==> config.mk <==
export PLATFORM = sky130hd
export DESIGN_NAME = secure_memory_dump_reader
export DESIGN_NICKNAME = d
export VERILOG_FILES = /design/src/rtl/secure_memory_dump_reader.sv
export SDC_FILE = /design/constraint.sdc
export NUM_CORES = 1
export LEC_CHECK = 0
export BUFFER_PORTS_ARGS = -buffer_cell sky130_fd_sc_hd__buf_2
export CAP_MARGIN = 20
export CORE_ASPECT_RATIO = 1.25
export CORE_MARGIN = 2
export CORE_UTILIZATION = 54
export DETAILED_ROUTE_END_ITERATION = 10
export GPL_TIMING_DRIVEN = 0
export PLACE_DENSITY = 0.9
export SLEW_MARGIN = 20
export SYNTH_ARGS = -nofsm -noshare
export SYNTH_HDL_FRONTEND = slang
export SYNTH_SLANG_ARGS = --single-unit
==> constraint.sdc <==
create_clock -name clk -period 4.03 [get_ports clk]
set_clock_uncertainty 0.15 [all_clocks]
set_input_delay 1.0075 -clock clk [delete_from_list [all_inputs] [get_ports clk]]
set_output_delay 1.0075 -clock clk [all_outputs]
set_load 0.005 [all_outputs]
==> src/rtl/secure_memory_dump_reader.sv <==
// Byte-memory walker: reads [start_addr..end_addr] (wrapping) from a 1-cycle synchronous
// memory and streams each byte with its address over a valid/ready handshake.
module secure_memory_dump_reader #(
   parameter int ADDR_W       = 5,
   parameter int DATA_W       = 8,
   parameter bit STOP_ON_ZERO = 1'b0
) (
   input  logic              clk,
   input  logic              rst_n,
   input  logic              start,
   input  logic              abort,
   input  logic [ADDR_W-1:0] start_addr,
   input  logic [ADDR_W-1:0] end_addr,
   output logic [ADDR_W-1:0] mem_addr,
   input  logic [DATA_W-1:0] mem_data,
   output logic              out_valid,
   input  logic              out_ready,
   output logic [DATA_W-1:0] out_data,
   output logic [ADDR_W-1:0] out_addr,
   output logic              busy,
   output logic              done,
   output logic [ADDR_W:0]   count
);

   typedef enum logic [2:0] {
      S_IDLE,
      S_ISSUE,
      S_LATCH,
      S_HOLD,
      S_DONE
   } state_t;

   localparam logic [ADDR_W-1:0] ADDR_ONE = ADDR_W'(1);
   localparam logic [ADDR_W:0]   CNT_ONE  = (ADDR_W + 1)'(1);

   state_t              r_state;
   state_t              w_next;
   logic                w_hs;
   logic                w_stop;
   logic [ADDR_W-1:0]   r_end;
   logic [ADDR_W-1:0]   r_mem_addr;
   logic [DATA_W-1:0]   r_out_data;
   logic [ADDR_W-1:0]   r_out_addr;
   logic                r_out_valid;
   logic [ADDR_W:0]     r_count;

   assign w_stop    = STOP_ON_ZERO && (mem_data == '0);
   assign mem_addr  = r_mem_addr;
   assign out_data  = r_out_data;
   assign out_addr  = r_out_addr;
   assign out_valid = r_out_valid;
   assign count     = r_count;
   assign busy      = (r_state != S_IDLE);
   assign done      = (r_state == S_DONE);

   always_ff @(posedge clk or negedge rst_n) begin
      if (!rst_n) begin
         r_state <= S_IDLE;
      end else begin
         r_state <= w_next;
      end
   end

   always_comb begin
      w_next = r_state;
      w_hs   = 1'b0;
      case (r_state)
         S_IDLE:  if (start && !abort) w_next = S_ISSUE;
         S_ISSUE: w_next = S_LATCH;
         S_LATCH: w_next = w_stop ? S_DONE : S_HOLD;
         S_HOLD: begin
            if (out_ready) begin
               w_hs   = 1'b1;
               w_next = (r_mem_addr == r_end) ? S_DONE : S_ISSUE;
            end
         end
         S_DONE:  w_next = S_IDLE;
         default: w_next = S_IDLE;
      endcase
      // abort cancels an active walk and also swallows a same-cycle handshake
      if (abort && (r_state inside {S_ISSUE, S_LATCH, S_HOLD})) begin
         w_next = S_IDLE;
         w_hs   = 1'b0;
      end
   end

   always_ff @(posedge clk or negedge rst_n) begin
      if (!rst_n) begin
         r_end       <= '0;
         r_mem_addr  <= '0;
         r_out_data  <= '0;
         r_out_addr  <= '0;
         r_out_valid <= 1'b0;
         r_count     <= '0;
      end else begin
         case (r_state)
            S_IDLE: begin
               if (w_next == S_ISSUE) begin
                  r_end      <= end_addr;
                  r_mem_addr <= start_addr;
                  r_count    <= '0;
               end
            end
            S_LATCH: begin
               if (w_next == S_HOLD) begin
                  r_out_data  <= mem_data;
                  r_out_addr  <= r_mem_addr;
                  r_out_valid <= 1'b1;
               end
            end
            S_HOLD: begin
               if (w_next != S_HOLD) r_out_valid <= 1'b0;
               if (w_hs) begin
                  r_count <= r_count + CNT_ONE;
                  if (w_next == S_ISSUE) r_mem_addr <= r_mem_addr + ADDR_ONE;
               end
            end
            default: ;
         endcase
      end
   end

endmodule
# --- Word level (Yosys, flattened, before mapping) ---
# Cells that the tools add are included.
# Widths: inputs -> output; s select.
word_totals:
  register_bits: 33
  output_inout_bits: 27
  word_cells: 53
op_classes:
  add_sub_neg: 2
  eq_ne: 13
  muxes: 18
  reduce_logical: 13
op_table:
  columns: ["op", "count"]
  rows:
  - ["$mux 5", 3]
  - ["$mux 3", 4]
  - ["$mux 6", 2]
  - ["$pmux 3 s4", 1]
  - ["$pmux 6 s2", 1]
  - ["$pmux 5 s2", 1]
  - ["$eq 3x2->1 const B", 3]
  - ["$add 6x1->6 const B", 1]
  - ["$eq 3x1->1 const B", 2]
  - ["$ne 2x1->1 const B", 3]
  - ["$reduce_and 3->1", 2]
  - ["$reduce_bool 3->1", 2]
  - ["$add 5x1->5 const B", 1]
  - ["$eq 5x5->1", 1]
  - ["$mux 1", 5]
  - ["$ne 2x2->1 const B", 2]
  - ["$reduce_and 2->1", 2]
  - ["$reduce_and 4->1", 1]
  - ["$reduce_bool 2->1", 2]
  - ["$eq 3x3->1 const B", 1]
  - ["$logic_not 3->1", 1]
  - ["$ne 3x2->1 const B", 1]
  - ["$logic_and 1x1->1", 2]
  - ["$pmux 1 s2", 1]
  - ["$logic_not 1->1", 1]

# --- Logic depth before layout (Yosys ltp) ---
# Gate-level depths: netlist of run 1.
logic_depth:
  ltp_word: 9
  mapped_depth: 6
  mapped_depth_nobuf: 5

# --- Least setup slack after synthesis of run 1 ---
# No wires, ideal clock.
synth_timing:
  kind: "input port to flip-flop"
  start: "input abort"
  end: "register r_out_addr[1], in the netlist out_addr[1]"
  setup_ps: 125
  t_arrival_ps: 1892
  setup_slack_ps: 1863
  cell_stages: 5
  path_buffers: 2
  cell_sequence: "nor2_4 -> and3_4 -> buf_6 -> buf_6 -> mux2_4"
synth_between:
  elab_chain_cells: 7
  word_cells_on_any_way: 8
  cone_classes: "eq/ne: 1; mux: 3; reduce/logical: 4"
synth_lines:
  columns: ["element", "line_no", "text"]
  rows:
  - ["from (decl)", "11", "input logic abort,"]
  - ["$logic_not 1->1", "68", "S_IDLE: if (start && !abort) w_next = S_ISSUE;"]
  - ["$logic_and 1x1->1", "68", null]
  - ["$mux 3", "68", null]
  - ["$pmux 3 s4", "67", "case (r_state)"]
  - ["$mux 3 (*)", "81", "if (abort && (r_state inside {S_ISSUE, S_LATCH, S_HOLD})) begin"]
  - ["$eq 3x2->1 (*)", "105", "if (w_next == S_HOLD) begin"]
  - ["$reduce_and 2->1 (no source line) (*)", null, null]
  - ["to (signal assigned)", "107", "r_out_addr <= r_mem_addr;"]
  - ["to (decl)", "43", "logic [ADDR_W-1:0] r_out_addr;"]
# Every way passes the cells marked *; elsewhere a longest branch is shown, timed or not.
# A chain may end at the register's enable or synchronous reset.

# --- Final worst setup path of run 1 ---
layout_timing:
  start: "register r_state[1]"
  end: "output busy"
layout_between:
  elab_chain_cells: 1
layout_lines:
  columns: ["element", "line_no", "text"]
  rows:
  - ["from (decl)", "36", "state_t r_state;"]
  - ["from (signal assigned)", "60", "r_state <= w_next;"]
  - ["$reduce_bool 3->1", "53", "assign busy = (r_state != S_IDLE);"]
  - ["to (decl)", "20", "output logic busy,"]
# No other way between the ends.

==> results of run 1 <==
worst paths after layout:
| path | start | endpoint | depth (start not counted) |
|---|---|---|---|
| min in group asynchronous | rst_n | r_state[1] | 1 |
| min reg2reg | count[5] | count[5] | 1 |
| max reg2reg | mem_addr[0] | mem_addr[2] | 5 |
| max in group asynchronous | rst_n | mem_addr[3] | 1 |
| min | count[5] | count[5] | 1 |
| max | r_state[1] | busy | 3 |
flip-flops by register name, summed over array words and instances (netlist names):
signal     cells
count          6
mem_addr       5
out_addr       5
out_data       8
out_valid      1
r_end          5
r_state        3
power by group through the flow:
stage / Sequential (mW) / Combinational [mW] / Clock (mW)
floorplan: 0.498 / 0.185 / 0
global placement: 0.495 / 0.310 / 0
detailed placement: 0.502 / 0.324 / 0
CTS: 0.495 / 0.325 / 0.174
global route: 0.510 / 0.356 / 0.192
finish: 0.496 / 0.320 / 0.169
through the flow:
stage,utilization (%),setup slack (ns)
2_1_floorplan,-,1.86
3_3_place_gp,66.1,1.61
4_1_cts,67.8,1.49
6_report,67.8,1.50
3_5_place_dp,66.1,1.59
5_1_grt,67.8,1.44
kinds of logic after synthesis:
group | share of synthesized area (%)
adder cells (fa/ha/maj) | 1.54
XOR/XNOR | 3.78
multiplexers | 14.8
AO/OA/AOI/OAI | 9.34
buffers and inverters | 3.09
flip-flops | 50.9
AND/OR/NAND/NOR | 16.5
worst register-to-register path: cells and delay by family (launching register included):
kind	cells	cell delay [ns]
DFF	1	0.49
xor gates and xnor gates	1	0.18
and+or+nand+nor	3	0.70
AOI/OAI and AO/OA	1	0.20
routing by layer:
metal | vias up | track usage, %
li1 | 613 | -
met1 | 620 | 24.5
met2 | 41 | 37.8
met3 | 8 | 7.95
met4 | 0 | 6.73
met5 | - | 0
area by class of cell:
| class | instances | area [µm²] | area share, % |
|---|---|---|---|
| buffer | 4 | 35.0 | 1.79 |
| clock buffer | 8 | 48.8 | 2.49 |
| inverter | 4 | 15.0 | 0.766 |
| multi-input combinational | 102 | 746 | 38.0 |
| sequential | 33 | 826 | 42.1 |
| tap | 36 | 45.0 | 2.30 |
| timing repair buffer | 49 | 245 | 12.5 |
layout by cell type (no fill, tap or decap), types with 4 or more instances in the layout:
cell type	n
o21ai_0	10
or3_1	4
a21oi_1	6
a31oi_1	7
dfrtp_1	33
xor2_1	5
nand3_1	6
clkbuf_4	5
and2_1	5
mux2_4	10
nor2_1	9
nand2_1	10
inv_1	4
mux2_2	5
o21ai_1	4
buf_2	50
==> results by group, run 1 <==
Critical path
  – Flop2flop setup slack: 2.22 ns
  – Crit path buffers/inverters: 2
  – Delay-heaviest family, CP: flip-flops
  – Req. time, crit path: 2.87 ns
  – Worst setup SP type: register
  – Crit path kind: register to output port
  – Critical Path AT: 1.37 ns
  – Critical path's slowest cell: dfrtp_1
  – CP max stage delay: 0.39 ns
  – Endpoint type of the worst setup path: output port
  – CP cell instances: buf_4 -> or3_1 -> buf_2
  – Max FO, Critical Path: 10

CTS
  – CTS Buf Count: 5
  – CTS tree: done
  – H-Tree Level Count: 2
  – CTS Root Cell: clkbuf_4
  – CTS resizes: 0
  – Sink Count: 33
  – Clk buf depth: 2
  – Buffer count from post-CTS setup fixing: 0
  – Hold_buf cts: 0
  – Reg clk slew, reported paths: 0.10 ns
  – Clk Latency, worst-skew pair: 0.33 ns

Global route
  – Overall Global Routing Usage: 21.8%
  – Vias in the first global route: 1221
  – Pin count of the biggest net entering global routing: 34
  – First-pass GRT wire length: 5460 µm
  – GRT Residual Overflow: 0
  – Initial antenna violation count: 0

Pwr
  – Total power: 0.985 mW
  – Share of total power in sequential cells: 50.4%
  – Power density cells: 502 nW/µm²
  – Internal Power: 0.675 mW
  – Static leakage: 0.952 nW
  – Clk pwr share: 17.1%
  – Combinational power share: 32.5%
  – Worst vdd ir: 0.305 mV
  – Switching Power: 0.310 mW
  – Switching Share: 31.5%

Place
  – Placed cell area: 1910 µm²
  – HPWL after DPL: 2480 µm
  – Placed insts: 228
  – Port Buf Inserts: 49
  – Final GP Congestion: 0.693

Floorplan
  – Die Ht: 65.3 µm
  – Die ar.: 3460 µm²
  – Site row count: 22
  – DIE WIDTH: 53.0 µm
  – Ports: 50
  – Core area: 2890 µm²
  – Initial Util: 56.1%

Logic synthesis
  – Post-Syn Nets: 168
  – Commonest cells post-synth: dfrtp_1 (33), mux2_4 (10), nand2_1 (10), o21ai_0 (10), nor2_1 (9)
  – Primary FF master, synth: dfrtp_1
  – Post-synth EDFFs: 0
  – Synth Warn #: 0
  – Dominant cell type by area after synthesis: dfrtp_1
  – Avg Cell Area, Syn: 11.3 µm²
  – Async set or reset register ratio after synthesis: 100%
  – Synth Cell Area: 1620 µm²
  – Leading post-synthesis cells by cell area: dfrtp_1 (51%), mux2_4 (9.3%), mux2_2 (3.5%), o21ai_0 (3.1%), a31oi_1 (2.7%)
  – Syn Inst Count: 143
  – Cell with the most instances after synthesis: dfrtp_1
  – Yosys cell types: 30
  – Synth Register Bits: 33
  – Share of the synthesized area in the top cell type: 50.9%
  – Seq/Total Area, Yosys: 50.9%

Timing
  – Pins over their slew limit: 0
  – Setup TNS: 0 ns
  – Worst-Margin Slew: 0.719 ns
  – RSZ-0062 raised after global routing: no
  – Final min period: 2.53 ns
  – Fmax: 395 MHz
  – Tcrit/Tclk final: 62.8%
  – Final count of hold timing violations: 0
  – Rel. slew slack: 52.1%
  – Hold slack final: 0.338 ns
  – Final Setup Violations: 0

Detailed routing
  – DR iter-0 viols: 18
  – Highest Signal Layer: met4
  – Met1 Wirelength: 1360 µm
  – DR WL/cell: 14.0 µm
  – Final WL: 3310 µm
  – Metal3 WL: 214 µm
  – Vias per inst: 5.43
  – Wire length on met2: 1680 µm
  – DRT antenna net count: 0
  – Drt pass-1 iters: 5
  – DR vias: 1282
  – Post-route DRC: 0

Layout
  – Final layout net count: 224
  – Layout area overhead: 20.9%
  – Fraction of layout cells with a size suffix above 1: 40.5%
  – Fin area: 1960 µm²
  – Final cell count without fillers: 236
  – Number of fillers in the final layout: 268
  – Ant. Diodes: 0

Status
  – Status: completed

Worst hold path
  – Hold Path Class: register to register

Run
  – Maxcap violations: 0
(Power assumes the default switching activity.)
==> run 2: changes to the inputs <==
Settings changed: CORE_UTILIZATION 54 to 50, PLACE_DENSITY 0.9 to 0.84.
Clock period 4.03 ns to 2.6 ns, I/O delays scaled along.
==> run 2 against run 1 <==
Effect of this change:
- final area is 2.0% higher
- non-clock buffer count stayed put
- highest routed layer unchanged
- critical endpoint unchanged
- sequential power is 56% higher
- final cell count is 0.42% higher
- critical path type unchanged
==> results by group, run 2 (same netlist as run 1, synthesis figures left out) <==
CTS
  – H-Tree Level Count: 2
  – CTS tree: done
  – Clk Latency, worst-skew pair: 0.28 ns
  – Reg clk slew, reported paths: 0.06 ns
  – CTS Buf Count: 5
  – Clk buf depth: 2
  – CTS resizes: 0
  – CTS Root Cell: clkbuf_8
  – Hold_buf cts: 0
  – Sink Count: 33
  – Buffer count from post-CTS setup fixing: 0

Global route
  – GRT Residual Overflow: 0
  – First-pass GRT wire length: 5440 µm
  – Initial antenna violation count: 0
  – Overall Global Routing Usage: 20.7%
  – Vias in the first global route: 1245
  – Pin count of the biggest net entering global routing: 34

Detailed routing
  – DR WL/cell: 14.4 µm
  – Post-route DRC: 0
  – Final WL: 3410 µm
  – DR vias: 1285
  – Drt pass-1 iters: 4
  – Vias per inst: 5.42
  – DR iter-0 viols: 28
  – DRT antenna net count: 0

Timing
  – Fmax: 471 MHz
  – Tcrit/Tclk final: 81.7%
  – Pins over their slew limit: 0
  – Final min period: 2.12 ns
  – Worst-Margin Slew: 0.708 ns
  – Setup TNS: 0 ns
  – Hold slack final: 0.262 ns
  – Final count of hold timing violations: 0
  – Setup WS post-layout: 0.477 ns
  – Final Setup Violations: 0
  – Rel. slew slack: 52.8%
  – RSZ-0062 raised after global routing: no

Status
  – Status: completed

Pwr
  – Power density cells: 820 nW/µm²
  – Share of total power in sequential cells: 47.2%
  – Total power: 1.64 mW
  – Switching Power: 0.515 mW
  – Clk pwr share: 22.6%
  – Internal Power: 1.12 mW
  – Switching Share: 31.4%
  – Combinational power share: 30.3%
  – Static leakage: 0.969 nW
  – Worst vdd ir: 0.535 mV

Floorplan
  – Die Ht: 67.7 µm
  – Initial Util: 51.2%
  – DIE WIDTH: 54.9 µm
  – Die ar.: 3720 µm²
  – Ports: 50
  – Site row count: 23
  – Core area: 3170 µm²

Run
  – Maxcap violations: 0

Place
  – HPWL after DPL: 2490 µm
  – Port Buf Inserts: 49
  – Final GP Congestion: 0.799
  – Place WS: 0.530 ns

Layout
  – Max reg flops: 8
  – Layout area overhead: 23.3%
  – Final layout net count: 224
  – Commonest non-fill, non-tap cells in the layout: buf_2 (50), dfrtp_1 (33), o21ai_0 (10), nand2_1 (10), mux2_4 (10)
  – Fraction of layout cells with a size suffix above 1: 42.0%
  – Ant. Diodes: 0
  – Commonest non-fill, non-tap cell in the layout: buf_2

Critical path
  – Max FO, Critical Path: 10
  – Critical Path AT: 1.32 ns
  – Endpoint type of the worst setup path: output port
  – Worst setup SP type: register
  – Req. time, crit path: 1.80 ns
  – Crit path kind: register to output port
  – Flop2flop setup slack: 0.85 ns

Worst hold path
  – Hold Path Class: input pin to asynchronous set/reset pin
[run 2: changes by cell type in the layout (fill, tap and decap cells not counted)]
cell        delta
clkbuf_8       +5
clkbuf_4       -5
clkinv_2       +2
clkinvlp_4     +1
clkbuf_1       -3
[run 2: final cells by class]
| type | instances | area, µm² |
|---|---|---|
| clock inverters | 3 | 17.5 |
| fillers | 285 | 1170 |
| multi-input cells | 102 | 746 |
| repair buffers | 49 | 245 |
| well taps | 37 | 46.3 |
| plain buffers | 4 | 35.0 |
| inverters | 4 | 15.0 |
| clock buffers | 5 | 68.8 |
| flip-flops and latches | 33 | 826 |
[run 2: critical path, cell delays in order, from the launching register on]
cell and delay (ns):
dfrtp_1 0.38, buf_4 0.17, or3_1 0.36, buf_2 0.13
[run 2: power by group through the flow]
stage               Sequential, mW  Clock [mW]  Combinational, mW
finish                       0.773       0.370              0.496
global route                 0.793       0.403              0.560
CTS                          0.773       0.384              0.505
detailed placement           0.782           0              0.500
global placement             0.767           0              0.482
floorplan                    0.772           0              0.287
[run 2: metrics by stage]
stage | util [%] | cells | instance area, µm²
floorplan | - | 143 | 1620
global placement | 60.4 | 229 | 1910
detailed placement | 60.4 | 229 | 1910
CTS | 63.2 | 237 | 2000
global route | 63.2 | 237 | 2000
finish | 63.2 | 237 | 2000
[run 2: per-layer routing]
layer,up-vias,part of all wire (%),track usage (%)
met3,7,6.7,5.53
met4,0,2.0,8.84
met5,-,0,0
met1,612,41,22.3
li1,611,-,-
met2,55,51,36.9
[run 2: worst paths after layout]
kind	startpoint	end	cells after the start
setup / recovery	r_state[1]	busy	3
hold / removal	rst_n	out_data[6]	1
setup reg to reg	r_state[2]	out_data[0]	5
hold reg to reg	out_data[7]	out_data[7]	1
max in group asynchronous	rst_n	count[5]	1
min in group clk	out_data[7]	out_data[7]	1
==> run 3: changes to the inputs <==
Settings changed: ABC_AREA set to 1.
Clock period 2.6 ns to 2 ns, I/O delays scaled along.
==> run 3 against run 2 <==
Effect of this change:
- die area increased by 1.2%
- setup slack got worse by 0.32 ns
- synthesized area is 1.3% higher
- critical path depth grew 2
- clock-buffer cell count increased by 2
- sequential power grew 45%
- combinational power rose by 110%
==> results by group, run 3 <==
Detailed routing
  – Final WL: 3500 µm
  – Vias per inst: 5.12
  – DR iter-0 viols: 36
  – DRT antenna net count: 0
  – DR WL/cell: 12.7 µm
  – Post-route DRC: 0
  – Drt pass-1 iters: 4
  – DR vias: 1408

Timing
  – Final count of hold timing violations: 0
  – Tcrit/Tclk final: 92.2%
  – Fmax: 542 MHz
  – Worst-Margin Slew: 0.739 ns
  – Final Setup Violations: 0
  – Setup TNS: 0 ns
  – Pins over their slew limit: 0
  – Hold slack final: 0.127 ns
  – Rel. slew slack: 50.7%
  – Final min period: 1.84 ns
  – RSZ-0062 raised after global routing: no

Logic synthesis
  – Avg Cell Area, Syn: 9.08 µm²
  – Leading post-synthesis cells by cell area: dfrtp_1 (50%), nand2_1 (12%), mux2_2 (5.5%), o21ai_0 (4.9%), inv_1 (4.1%)
  – Dominant cell type by area after synthesis: dfrtp_1
  – Syn Inst Count: 181
  – Synth Cell Area: 1640 µm²
  – Commonest cells post-synth: nand2_1 (54), dfrtp_1 (33), inv_1 (18), o21ai_0 (16), nand3_1 (9)
  – Seq/Total Area, Yosys: 50.3%
  – Cell with the most instances after synthesis: nand2_1
  – Post-Syn Nets: 206
  – Post-synth EDFFs: 0
  – Primary FF master, synth: dfrtp_1
  – Synth Register Bits: 33
  – Synth Warn #: 0
  – Share of the synthesized area in the top cell type: 50.3%
  – Yosys cell types: 28
  – Async set or reset register ratio after synthesis: 100%

Global route
  – Initial antenna violation count: 0
  – Pin count of the biggest net entering global routing: 34
  – GRT Residual Overflow: 0
  – Overall Global Routing Usage: 20.5%
  – First-pass GRT wire length: 5930 µm
  – Vias in the first global route: 1328

Pwr
  – Combinational power share: 36.8%
  – Worst vdd ir: 0.782 mV
  – Share of total power in sequential cells: 40.0%
  – Static leakage: 1.11 nW
  – Switching Power: 1.01 mW
  – Clk pwr share: 23.1%
  – Internal Power: 1.78 mW
  – Switching Share: 36.1%
  – Power density cells: 1360 nW/µm²

Place
  – Port Buf Inserts: 49
  – Final GP Congestion: 0.829
  – Placed cell area: 1930 µm²
  – HPWL after DPL: 2560 µm

CTS
  – CTS resizes: 0
  – Hold_buf cts: 0
  – Sink Count: 33
  – Clk buf depth: 2
  – Reg clk slew, reported paths: 0.07 ns
  – CTS Buf Count: 5
  – Buffer count from post-CTS setup fixing: 0
  – CTS Root Cell: clkbuf_8
  – H-Tree Level Count: 2
  – CTS tree: done
  – Clk Latency, worst-skew pair: 0.28 ns

Layout
  – Fin area: 2050 µm²
  – Final layout net count: 262
  – Fraction of layout cells with a size suffix above 1: 33.2%
  – Max reg flops: 8
  – Layout area overhead: 24.8%
  – Number of fillers in the final layout: 276
  – Commonest non-fill, non-tap cell in the layout: nand2_1
  – Ant. Diodes: 0
  – Commonest non-fill, non-tap cells in the layout: nand2_1 (54), buf_2 (50), dfrtp_1 (33), inv_1 (18), o21ai_0 (16)

Floorplan
  – Initial Util: 51.9%
  – Core area: 3170 µm²
  – DIE WIDTH: 55.3 µm
  – Ports: 50
  – Die ar.: 3760 µm²
  – Die Ht: 68.1 µm
  – Site row count: 23

Critical path
  – Endpoint type of the worst setup path: register
  – Req. time, crit path: 2.08 ns
  – Max FO, Critical Path: 10
  – Worst setup SP type: register
  – Critical Path AT: 1.92 ns
  – Crit path kind: register to register

Status
  – Status: completed

Run
  – Maxcap violations: 0

Worst hold path
  – Hold Path Class: input pin to asynchronous set/reset pin
## run 3: changes by cell type after synthesis, moves of 4 or more
cell / before / now
a31oi_1: 7 / 0
nand2_1: 10 / 54
or3_1: 4 / 0
and2_1: 5 / 0
o21ai_1: 4 / 0
mux2_4: 10 / 1
a21oi_1: 6 / 1
nand4_1: 0 / 6
inv_1: 4 / 18
o21ai_0: 10 / 16
## run 3: cells by family after synthesis
logic type,synth area share (%)
simple gates,24.8
flops,50.3
buf+inv,6.02
compound gates,8.38
mux,6.40
xor+xnor,2.67
fa+ha+maj,1.52
## run 3: power groups by stage
stage                     Combinational (mW)  Clock, mW  Sequential [mW]
after floorplan                        0.645          0             1.12
after global placement                 0.990          0             1.11
after detailed placement                1.03          0             1.13
after CTS                               1.04      0.656             1.11
after global routing                    1.17      0.693             1.16
final                                   1.03      0.646             1.12
## run 3: layer usage
layer / share of wire (%) / track usage [%] / vias to the layer above
met1: 42 / 22.3 / 649
met2: 49 / 37.1 / 54
met3: 7.0 / 6.81 / 7
li1: - / - / 698
met4: 1.6 / 8.84 / 0
met5: 0 / 0 / -
## run 3: final timing paths
check	depth (start not counted)	startpoint	slack, ns	endpoint
worst max-delay path	5	r_state[2]	0.16	mem_addr[0]
worst min-delay path	1	rst_n	0.13	count[4]
worst max register to register	5	r_state[2]	0.16	mem_addr[0]
worst min register to register	2	out_addr[1]	0.33	out_addr[1]
max in group asynchronous	1	rst_n	1.11	r_end[2]
min in group clk	3	end_addr[2]	0.27	r_end[2]
## run 3: through the flow
stage               total power, mW  cells  setup WS (ns)  utilization (%)
detailed placement             2.16    267         0.0162             61.1
CTS                            2.81    275          0.139             64.8
finish                         2.79    275          0.156             64.8
floorplan                      1.76    181          0.301                -
global placement               2.10    267         0.0164             61.1
global route                   3.01    275         0.0676             64.8
## run 3: area by class of cell
class | count | area [µm²] | area share (%)
Inverter | 22 | 82.6 | 4.03
Buffer | 2 | 16.3 | 0.793
Multi-Input combinational cell | 124 | 718 | 35.0
Timing Repair Buffer | 49 | 245 | 12.0
Clock buffer | 7 | 86.3 | 4.21
Sequential cell | 33 | 826 | 40.3
Tap cell | 37 | 46.3 | 2.26
Clock inverter | 1 | 30.0 | 1.46
## run 3: worst max-delay path, cell delays in order (launching register included)
cell,delay (ns)
dfrtp_1,0.45
nor3_4,0.39
clkinv_1,0.34
o21ai_0,0.26
nand4_1,0.12
nand2_1,0.08
